### config.mk
export PLATFORM = sky130hd
export DESIGN_NAME = mmio_bus
export DESIGN_NICKNAME = d
export VERILOG_FILES = /design/src/rtl/mmio_bus.sv
export SDC_FILE = /design/constraint.sdc
export NUM_CORES = 1
export LEC_CHECK = 0
export CORE_ASPECT_RATIO = 0.75
export CORE_UTILIZATION = 42
export CTS_CLUSTER_DIAMETER = 60
export CTS_CLUSTER_SIZE = 40
export DETAILED_ROUTE_END_ITERATION = 12
export PLACE_DENSITY = 0.72
export SYNTH_ARGS = -nofsm -noshare
export SYNTH_HDL_FRONTEND = slang
export SYNTH_SLANG_ARGS = --single-unit
export TNS_END_PERCENT = 1
### constraint.sdc
create_clock -name clk -period 10.6 [get_ports clk]
set_clock_uncertainty 0.15 [all_clocks]
set_input_delay 1.59 -clock clk [delete_from_list [all_inputs] [get_ports clk]]
set_output_delay 1.59 -clock clk [all_outputs]
set_load 0.05 [all_outputs]
### src/rtl/mmio_bus.sv
// mmio_bus: single-outstanding MMIO interconnect between the LSU and RAM/peripherals.
// Registered 1-cycle response; keyboard FIFO, switches, seg/LED, 64-bit RTC and a sticky error log.
module mmio_bus #(
    parameter int unsigned   AW       = 32,
    parameter int unsigned   DW       = 64,
    parameter logic [AW-1:0] RAM_BASE = 32'h8000_0000,
    parameter logic [AW-1:0] RAM_LEN  = 32'h0800_0000,
    parameter logic [AW-1:0] DEV_BASE = 32'ha000_0000,
    parameter int unsigned   KBW      = 16,
    parameter int unsigned   KB_DEPTH = 8,
    parameter int unsigned   LEDW     = 16,
    parameter int unsigned   CLKDIV   = 1
) (
    input  logic            clk,
    input  logic            rst_n,
    input  logic            req_valid,
    output logic            req_ready,
    input  logic            req_wen,
    input  logic [AW-1:0]   req_addr,
    input  logic [DW-1:0]   req_wdata,
    input  logic [DW/8-1:0] req_wstrb,
    output logic            rsp_valid,
    output logic [DW-1:0]   rsp_rdata,
    output logic            rsp_err,
    output logic            ram_en,
    output logic            ram_wen,
    output logic [AW-1:0]   ram_addr,
    output logic [DW-1:0]   ram_wdata,
    output logic [DW/8-1:0] ram_wstrb,
    input  logic [DW-1:0]   ram_rdata,
    input  logic            kb_valid,
    input  logic [KBW-1:0]  kb_code,
    output logic            kb_ready,
    input  logic [7:0]      swt_in,
    output logic [31:0]     seg_out,
    output logic [LEDW-1:0] led_out,
    output logic            timer_irq,
    output logic [AW-1:0]   err_addr
);

    localparam int unsigned SW   = DW / 8;
    localparam int unsigned PTRW = $clog2(KB_DEPTH);
    localparam int unsigned CNTW = PTRW + 1;
    localparam int unsigned PSW  = (CLKDIV > 1) ? $clog2(CLKDIV) : 1;

    localparam logic [AW-1:0] OFF_KBD   = AW'(32'h00);
    localparam logic [AW-1:0] OFF_SWT   = AW'(32'h08);
    localparam logic [AW-1:0] OFF_SEG   = AW'(32'h10);
    localparam logic [AW-1:0] OFF_LED   = AW'(32'h18);
    localparam logic [AW-1:0] OFF_MTIME = AW'(32'h20);
    localparam logic [AW-1:0] OFF_MTCMP = AW'(32'h28);
    localparam logic [AW-1:0] OFF_ERR   = AW'(32'h30);

    typedef enum logic {
        S_IDLE,
        S_RESP
    } state_e;

    typedef enum logic [2:0] {
        R_KBD,
        R_SWT,
        R_SEG,
        R_LED,
        R_MTIME,
        R_MTCMP,
        R_ERR,
        R_NONE
    } reg_e;

    function automatic logic [DW-1:0] merge_bytes(input logic [DW-1:0] old_v,
                                                  input logic [DW-1:0] new_v,
                                                  input logic [SW-1:0] strb);
        logic [DW-1:0] res;
        res = old_v;
        for (int unsigned i = 0; i < SW; i++) begin
            if (strb[i]) res[i*8 +: 8] = new_v[i*8 +: 8];
        end
        return res;
    endfunction

    state_e            state_q, state_d;
    logic              rsp_valid_q, rsp_valid_d;
    logic              rsp_err_q, rsp_err_d;
    logic              ram_pend_q, ram_pend_d;
    logic [DW-1:0]     rdata_q, rdata_d;
    logic [31:0]       seg_q, seg_d;
    logic [LEDW-1:0]   led_q, led_d;
    logic [PSW-1:0]    ps_q, ps_d;
    logic [63:0]       mtime_q, mtime_d;
    logic [63:0]       mtimecmp_q, mtimecmp_d;
    logic              irq_q, irq_d;
    logic              err_seen_q, err_seen_d;
    logic [AW-1:0]     err_addr_q, err_addr_d;
    logic [KBW-1:0]    kb_mem_q [KB_DEPTH];
    logic [KBW-1:0]    kb_mem_d [KB_DEPTH];
    logic [PTRW-1:0]   kb_wr_q, kb_wr_d;
    logic [PTRW-1:0]   kb_rd_q, kb_rd_d;
    logic [CNTW-1:0]   kb_cnt_q, kb_cnt_d;

    logic              acc;
    logic              ram_hit;
    logic [AW:0]       addr_x, ram_lo_x, ram_hi_x;
    logic [AW-1:0]     dev_off;
    reg_e              sel;
    logic              bad_acc;
    logic              kb_full, kb_push, kb_pop;

    assign acc = req_valid & (state_q == S_IDLE);

    // One extra bit so a region ending at the top of the address space does not wrap.
    assign addr_x   = {1'b0, req_addr};
    assign ram_lo_x = {1'b0, RAM_BASE};
    assign ram_hi_x = {1'b0, RAM_BASE} + {1'b0, RAM_LEN};
    assign ram_hit  = (addr_x >= ram_lo_x) && (addr_x < ram_hi_x);
    assign dev_off  = req_addr - DEV_BASE;

    always_comb begin
        sel = R_NONE;
        if (!ram_hit && (req_addr >= DEV_BASE)) begin
            case (dev_off)
                OFF_KBD:   sel = R_KBD;
                OFF_SWT:   sel = R_SWT;
                OFF_SEG:   sel = R_SEG;
                OFF_LED:   sel = R_LED;
                OFF_MTIME: sel = R_MTIME;
                OFF_MTCMP: sel = R_MTCMP;
                OFF_ERR:   sel = R_ERR;
                default:   sel = R_NONE;
            endcase
        end
        case (sel)
            R_KBD, R_SWT, R_MTIME: bad_acc = req_wen;
            R_SEG, R_LED:          bad_acc = ~req_wen;
            R_MTCMP, R_ERR:        bad_acc = 1'b0;
            default:               bad_acc = ~ram_hit;
        endcase
    end

    assign kb_full = (kb_cnt_q == CNTW'(KB_DEPTH));
    assign kb_push = kb_valid & ~kb_full;

    always_comb begin
        state_d     = acc ? S_RESP : S_IDLE;
        rsp_valid_d = acc;
        ram_pend_d  = acc & ram_hit & ~req_wen;
        rsp_err_d   = 1'b0;
        rdata_d     = rdata_q;
        seg_d       = seg_q;
        led_d       = led_q;
        mtimecmp_d  = mtimecmp_q;
        err_seen_d  = err_seen_q;
        err_addr_d  = err_addr_q;
        kb_pop      = 1'b0;

        if (ps_q == PSW'(CLKDIV - 1)) begin
            ps_d    = '0;
            mtime_d = mtime_q + 64'd1;
        end else begin
            ps_d    = ps_q + PSW'(1);
            mtime_d = mtime_q;
        end
        irq_d = (mtime_q >= mtimecmp_q);

        if (acc) begin
            rsp_err_d = bad_acc;
            rdata_d   = '0;
            if (bad_acc) begin
                if (!err_seen_q) begin
                    err_seen_d = 1'b1;
                    err_addr_d = req_addr;
                end
            end else begin
                case (sel)
                    R_KBD: begin
                        if (kb_cnt_q != '0) begin
                            kb_pop  = 1'b1;
                            rdata_d = DW'(kb_mem_q[kb_rd_q]);
                        end
                    end
                    R_SWT:   rdata_d = DW'(swt_in);
                    R_SEG:   seg_d = 32'(merge_bytes(DW'(seg_q), req_wdata, req_wstrb));
                    R_LED:   led_d = LEDW'(merge_bytes(DW'(led_q), req_wdata, req_wstrb));
                    R_MTIME: rdata_d = DW'(mtime_q);
                    R_MTCMP: begin
                        if (req_wen) mtimecmp_d = 64'(merge_bytes(DW'(mtimecmp_q), req_wdata, req_wstrb));
                        else         rdata_d    = DW'(mtimecmp_q);
                    end
                    R_ERR: begin
                        if (req_wen) err_seen_d = 1'b0;
                        else         rdata_d    = DW'({err_seen_q, err_addr_q});
                    end
                    default: ;
                endcase
            end
        end
    end

    // Pop is gated on the registered count, so a push into an empty FIFO is never popped the same cycle.
    always_comb begin
        kb_mem_d = kb_mem_q;
        kb_wr_d  = kb_wr_q;
        kb_rd_d  = kb_rd_q;
        kb_cnt_d = kb_cnt_q;
        if (kb_push) begin
            kb_mem_d[kb_wr_q] = kb_code;
            kb_wr_d           = kb_wr_q + PTRW'(1);
        end
        if (kb_pop) kb_rd_d = kb_rd_q + PTRW'(1);
        case ({kb_push, kb_pop})
            2'b10:   kb_cnt_d = kb_cnt_q + CNTW'(1);
            2'b01:   kb_cnt_d = kb_cnt_q - CNTW'(1);
            default: kb_cnt_d = kb_cnt_q;
        endcase
    end

    always_ff @(posedge clk) begin
        if (!rst_n) begin
            state_q     <= S_IDLE;
            rsp_valid_q <= 1'b0;
            rsp_err_q   <= 1'b0;
            ram_pend_q  <= 1'b0;
            rdata_q     <= '0;
            seg_q       <= '0;
            led_q       <= '0;
            ps_q        <= '0;
            mtime_q     <= '0;
            mtimecmp_q  <= '1;
            irq_q       <= 1'b0;
            err_seen_q  <= 1'b0;
            err_addr_q  <= '0;
            kb_mem_q    <= '{default: '0};
            kb_wr_q     <= '0;
            kb_rd_q     <= '0;
            kb_cnt_q    <= '0;
        end else begin
            state_q     <= state_d;
            rsp_valid_q <= rsp_valid_d;
            rsp_err_q   <= rsp_err_d;
            ram_pend_q  <= ram_pend_d;
            rdata_q     <= rdata_d;
            seg_q       <= seg_d;
            led_q       <= led_d;
            ps_q        <= ps_d;
            mtime_q     <= mtime_d;
            mtimecmp_q  <= mtimecmp_d;
            irq_q       <= irq_d;
            err_seen_q  <= err_seen_d;
            err_addr_q  <= err_addr_d;
            kb_mem_q    <= kb_mem_d;
            kb_wr_q     <= kb_wr_d;
            kb_rd_q     <= kb_rd_d;
            kb_cnt_q    <= kb_cnt_d;
        end
    end

    assign req_ready = (state_q == S_IDLE);
    assign rsp_valid = rsp_valid_q;
    assign rsp_err   = rsp_err_q;
    // RAM data arrives in the response cycle, so it bypasses the read-data register.
    assign rsp_rdata = ram_pend_q ? ram_rdata : rdata_q;
    assign ram_en    = acc & ram_hit;
    assign ram_wen   = req_wen;
    assign ram_addr  = req_addr;
    assign ram_wdata = req_wdata;
    assign ram_wstrb = req_wstrb;
    assign kb_ready  = ~kb_full;
    assign seg_out   = seg_q;
    assign led_out   = led_q;
    assign timer_irq = irq_q;
    assign err_addr  = err_addr_q;

endmodule

# ---- After elaboration in Yosys (flattened, before gate mapping)
# Index checks and enable logic that the tools add are counted.
dict set report classes {
  bitwise_logic 12
  n_reduce_logical 31
  mul 0
  order_cmp 7
  eq_ne 15
  shift 0
  mux 24
  addsub 7
  n_div 0
}
# op n
set ops {}
lappend ops {{$pmux W64 S5} 1}
lappend ops {{$mux W64} 3}
lappend ops {{$bwmux W128} 1}
lappend ops {{$eq A32 B6 Y1 const B} 3}
lappend ops {{$add A64 B1 Y64 const B} 1}
lappend ops {{$eq A32 B5 Y1 const B} 2}
lappend ops {{$ge A32 B32 Y1 const B} 2}
lappend ops {{$ge A64 B64 Y1} 1}
lappend ops {{$mux W16} 4}
lappend ops {{$bmux W16 S3} 1}
lappend ops {{$demux W16 S3} 1}
lappend ops {{$reduce_and A5 Y1} 8}
lappend ops {{$mux W33} 1}
lappend ops {{$eq A32 B4 Y1 const B} 1}
lappend ops {{$logic_not A32 Y1} 1}
lappend ops {{$lt A32 B32 Y1 const B} 1}
lappend ops {{$sub A32 B32 Y32 const B} 1}
lappend ops {{$reduce_and A4 Y1} 6}
lappend ops {{$pmux W3 S7} 1}
lappend ops {{$eq A3 B3 Y1 const B} 3}
lappend ops {{$ge A4 B4 Y1 const B} 2}
lappend ops {{$mux W1} 8}
lappend ops {{$not A3 Y4} 2}
lappend ops {{$pmux W4 S2} 1}
lappend ops {{other kinds (23)} 40}
dict set report totals {
  rom_bits 0
  latch_bits 0
  mem_bits_rw 0
  out_inout_bits 255
  n_memories 0
  ff_bits 417
}

# ---- Logic depth before layout (Yosys ltp)
dict set report depth {
  ltp_word 12
  depth_mapped 14
  depth_no_buf 13
}

# ---- Worst setup path before layout
# No wires, ideal clock.
dict set report synth_timing {
  path_type {input to register}
  startpoint {in req_addr[29]}
  endpoint {reg kb_cnt_q[2]}
  path_slack_ps 6084
  setup_time_ps 76
  t_required_ps 10374
  path_stages 14
  arrival_time_ps 4291
  cell_sequence {inv_1 ha_1 and4bb_1 nand4_1 or3_1 buf_6 nor4_4 ha_1 xor2_1 ha_1 a21oi_1 xor2_1 or3_1 a21boi_0}
}
dict set report synth_between {
  elab_chain_cells 12
  word_cells_on_any_way 35
  cone_classes {add/sub: 1; order compare: 3; eq/ne: 14; mux: 7; bitwise: 1; reduce/logical: 9}
}
# element line_no
set synth_lines {}
lappend synth_lines {{start: declaration} 19} ;# input logic [AW-1:0] req_addr,
lappend synth_lines {{parallel branches: the longest is 8 deep, another holds $sub A32 B32 Y32} -}
lappend synth_lines {{$mux W1 (*)} 167} ;# if (bad_acc) begin
lappend synth_lines {{$mux W1 (*)} 164} ;# if (acc) begin
lappend synth_lines {{net kb_pop} 106} ;# logic kb_full, kb_push, kb_pop;
lappend synth_lines {{$eq A2 B1 Y1 or $eq A2 B2 Y1 (tied branches)} 209} ;# case ({kb_push, kb_pop})
lappend synth_lines {{$pmux W4 S2 or $reduce_bool A2 Y1 (tied branches)} -}
lappend synth_lines {{end signal: assignment} 252} ;# kb_cnt_q <= kb_cnt_d;
lappend synth_lines {{end: declaration} 98} ;# logic [CNTW-1:0] kb_cnt_q, kb_cnt_d;
# Mark *: on every way through the listed nets, which the timed path passes.
# A chain may end at the register's enable or synchronous reset.

# ---- Worst setup path after layout
dict set report layout_timing {
  startpoint {in req_addr[4]}
  endpoint {out ram_addr[4]}
}
# element line_no
set layout_rtl {}
lappend layout_rtl {{end: declaration} 27} ;# output logic [AW-1:0] ram_addr,
# No word-level cell between the ends.

==> results.json <==
{
  "ant_nets": 0,
  "rrSetupSlack_ns": 7.49,
  "fillers": 4490,
  "htreeDepth": 2,
  "num_vias": 17702,
  "cp_slowest_cell": "clkdlybuf4s50_1",
  "drive_gt1_frac": 0.0877,
  "track_usage": 0.257,
  "worstPathRequired_ns": 8.86,
  "r2r_start": "mtime_q[3]$_SDFFE_PN0N_",
  "hold_end": "rdata_q[53]$_SDFFE_PN0P_",
  "synth-main-ff-cell": "dfxtp_1",
  "synthMuxAreaShare": 0.160,
  "clock_sinks": 416,
  "synth-adder-area-share": 0.0417,
  "slew_violations": 0,
  "critPathCaptureType": "output pin",
  "dp_hpwl_um": 50200,
  "grt_pass1_wl_um": 102000,
  "core-area_mm2": 0.0501,
  "min_path_type": "reg -> reg",
  "finalCriticalPeriod_ns": 5.48,
  "p_leak_nw": 10.5,
  "path_buf_inv": 2,
  "start_util": 0.425,
  "path_cells": "clkdlybuf4s50_1, clkdlybuf4s50_1",
  "setup-tns-final_ns": 0,
  "fp-row-count": 71,
  "crit_type": "in -> out",
  "critPathArrivalTime_ns": 3.74,
  "grt_pass1_vias": 16812,
  "antenna_found_initial": 1,
  "relSlewSlack": 0.170,
  "post_cts_resized": 0,
  "hold_buffers": 0,
  "cts_tree": "yes",
  "synth_area_leader_cell": "dfxtp_1",
  "timing.rr.end": "mtime_q[33]$_SDFFE_PN0N_",
  "tightest_slew_ns": 1.24,
  "min_from": "rdata_q[53]$_SDFFE_PN0P_",
  "io_pins": 452,
  "synth-edff-count": 0,
  "cts_root_buf": "clkbuf_16",
  "critPathTopFamily": "buffers and inverters",
  "synth-seq-area-share": 0.391,
  "area_growth_pct": 24.1,
  "wl_per_cell_um": 21.5,
  "cts.clk_slew.worst_paths_ns": 0.07,
  "place.gp.congestion": 0.901,
  "slowest_delay_ns": 1.18,
  "drt-initial-drc-count": 1574,
  "p_per_area_mw_per_mm2": 128,
  "hold_depth": 2,
  "nNetsFinal": 2776,
  "rsz0062_at_grt": "false",
  "synth_area_leaders": "dfxtp_1 (39%), mux2i_1 (8.8%), nand2_1 (5.4%)",
  "route.detailed.drc": 0,
  "dieArea_mm2": 0.0517,
  "synthCells": 2261,
  "insertion_delay_ns": 0.55,
  "cp-start-kind": "input port",
  "grt_max_degree": 125,
  "reg2reg_depth": 6,
  "drt_wl_total_um": 68500,
  "ir_drop_v": 0.0000856,
  "die_h_um": 197,
  "syn_nets": 2529,
  "cts_buffer_depth": 3,
  "setup_viol": 0,
  "gr-total-overflow": 0,
  "io_buffer_count": 451,
  "cp_max_fo": 21,
  "place_ws_ns": 4.83,
  "numCtsBuffers": 35,
  "synth-seq-cells": 416,
  "viasPerCell": 5.55,
  "post_cts_buffers": 0,
  "maxCapViolations": 0,
  "avgSynthCellArea_um2": 9.43,
  "hold_viol": 0,
  "ys_types": 72,
  "setup_ws_ns": 5.12,
  "fmax_ghz": 0.183,
  "status": "complete, no violations",
  "post-route-period-util": 0.517,
  "synthSimpleGateAreaFrac": 0.177,
  "syn-cell-area_mm2": 0.0213,
  "synth_xor_area_frac": 0.0263,
  "fp.dieW_um": 262,
  "cp_common_cell": "clkdlybuf4s50_1",
  "synth_warnings": 0,
  "synthArstFlopShare": 0,
  "first_pass_iters": 8,
  "synth.top_cell.area_share": 0.391,
  "synth_compound_area_frac": 0.115,
  "synth_top_family_by_area": "simple AND/OR/NAND/NOR gates"
}
## sequential cells by signal, summed over array words and instances (netlist names), 3 cells and up
signal,cells
err_addr,32
kb_cnt_q,4
kb_mem_q,128
kb_rd_q,3
kb_wr_q,3
led_out,16
mtime_q,64
mtimecmp_q,64
rdata_q,64
seg_out,32
## worst max-delay path by stage
stage	depth (start not counted)	slack (ns)	startpoint	endpoint
5_1_grt	5	4.99	req_addr[31]	ram_en
3_3_place_gp	13	4.84	req_addr[15]	kb_cnt_q[2]$_SDFFE_PN0P_
6_report	2	5.12	req_addr[4]	ram_addr[4]
3_5_place_dp	13	4.83	req_addr[17]	kb_cnt_q[2]$_SDFFE_PN0P_
2_1_floorplan	14	6.08	req_addr[29]	kb_cnt_q[2]$_SDFFE_PN0P_
4_1_cts	5	5.07	req_addr[31]	ram_en
## logic make-up after synthesis
group / count (synthesis)
AOI/OAI and AO/OA: 355
xor gates and xnor gates: 64
adders and majority gates: 71
buffers and inverters: 340
DFF: 416
muxes: 292
other: 1
and+or+nand+nor: 722
## Yosys cell counts, drive strengths merged (3+ instances only)
library cell / count
a211oi: 7
a21boi: 48
a21oi: 26
a221oi: 9
a222oi: 8
a22oi: 64
a2bb2oi: 17
and2: 74
and3: 15
and4: 10
buf: 180
clkbuf: 84
dfxtp: 416
ha: 71
inv: 76
mux2: 72
mux2i: 188
mux4: 32
nand2: 311
nand2b: 6
nand3: 33
nand4: 34
nor2: 28
nor2b: 145
nor3: 21
nor4: 21
o211ai: 68
o21a: 3
o21ai: 93
or3: 10
xnor2: 45
xor2: 19
## per-layer routing
layer	vias to the layer above	GRT usage	wire (um)
met5	-	0	0
met4	0	0.0516	1240
met3	89	0.0441	5270
met2	720	0.385	29400
met1	8601	0.385	32500
li1	8292	-	-
## worst register-to-register path, delay by kind of cell, from the launching register on
family          cells  cell delay [ns]
simple gates        5             2.20
flops               1             0.53
compound gates      1             0.17
## per-stage QoR
stage / total power, mW / util / hold WS [ns] / std cells / instance area [um2]
after floorplan: 1.89 / - / 0.271 / 2261 / 21300
after global placement: 2.05 / 0.504 / 0.287 / 3128 / 25300
after detailed placement: 2.05 / 0.504 / 0.290 / 3128 / 25300
after CTS: 3.40 / 0.528 / 0.300 / 3189 / 26400
after global routing: 3.48 / 0.528 / 0.319 / 3189 / 26400
final: 3.37 / 0.528 / 0.300 / 3191 / 26400
## cell usage in the layout, fill, tap and decap left out, types with 26 or more instances in the layout
cell type          n
clkdlybuf4s50_1  450
dfxtp_1          413
nand2_1          305
mux2i_1          188
nor2b_1          144
inv_1             75
and2_1            73
mux2_2            72
ha_1              71
o211ai_1          68
a22oi_1           64
o21ai_1           56
a21boi_0          47
xnor2_1           45
o21ai_0           36
clkbuf_16         35
nand4_1           34
mux4_2            32
nand3_1           30
a21oi_1           26
## report_power, final
part	leakage [nW]	switching [mW]	internal, mW
logic	6.57	0.244	0.170
registers	3.36	0.0243	1.58
clock network	0.575	0.677	0.675
total	10.5	0.945	2.43
## final cells by class
cell class / count / area (um2) / share of cell area
Sequential cell: 416 / 8330 / 0.315
Clock inverter: 21 / 238 / 0.00899
Timing Repair Buffer: 474 / 4690 / 0.177
Inverter: 76 / 290 / 0.0110
Multi-Input combinational cell: 1505 / 11100 / 0.421
Antenna cell: 2 / 5.00 / 0.000189
Tap cell: 657 / 822 / 0.0311
Clock buffer: 40 / 935 / 0.0353
Power figures use the tool's default switching activity.
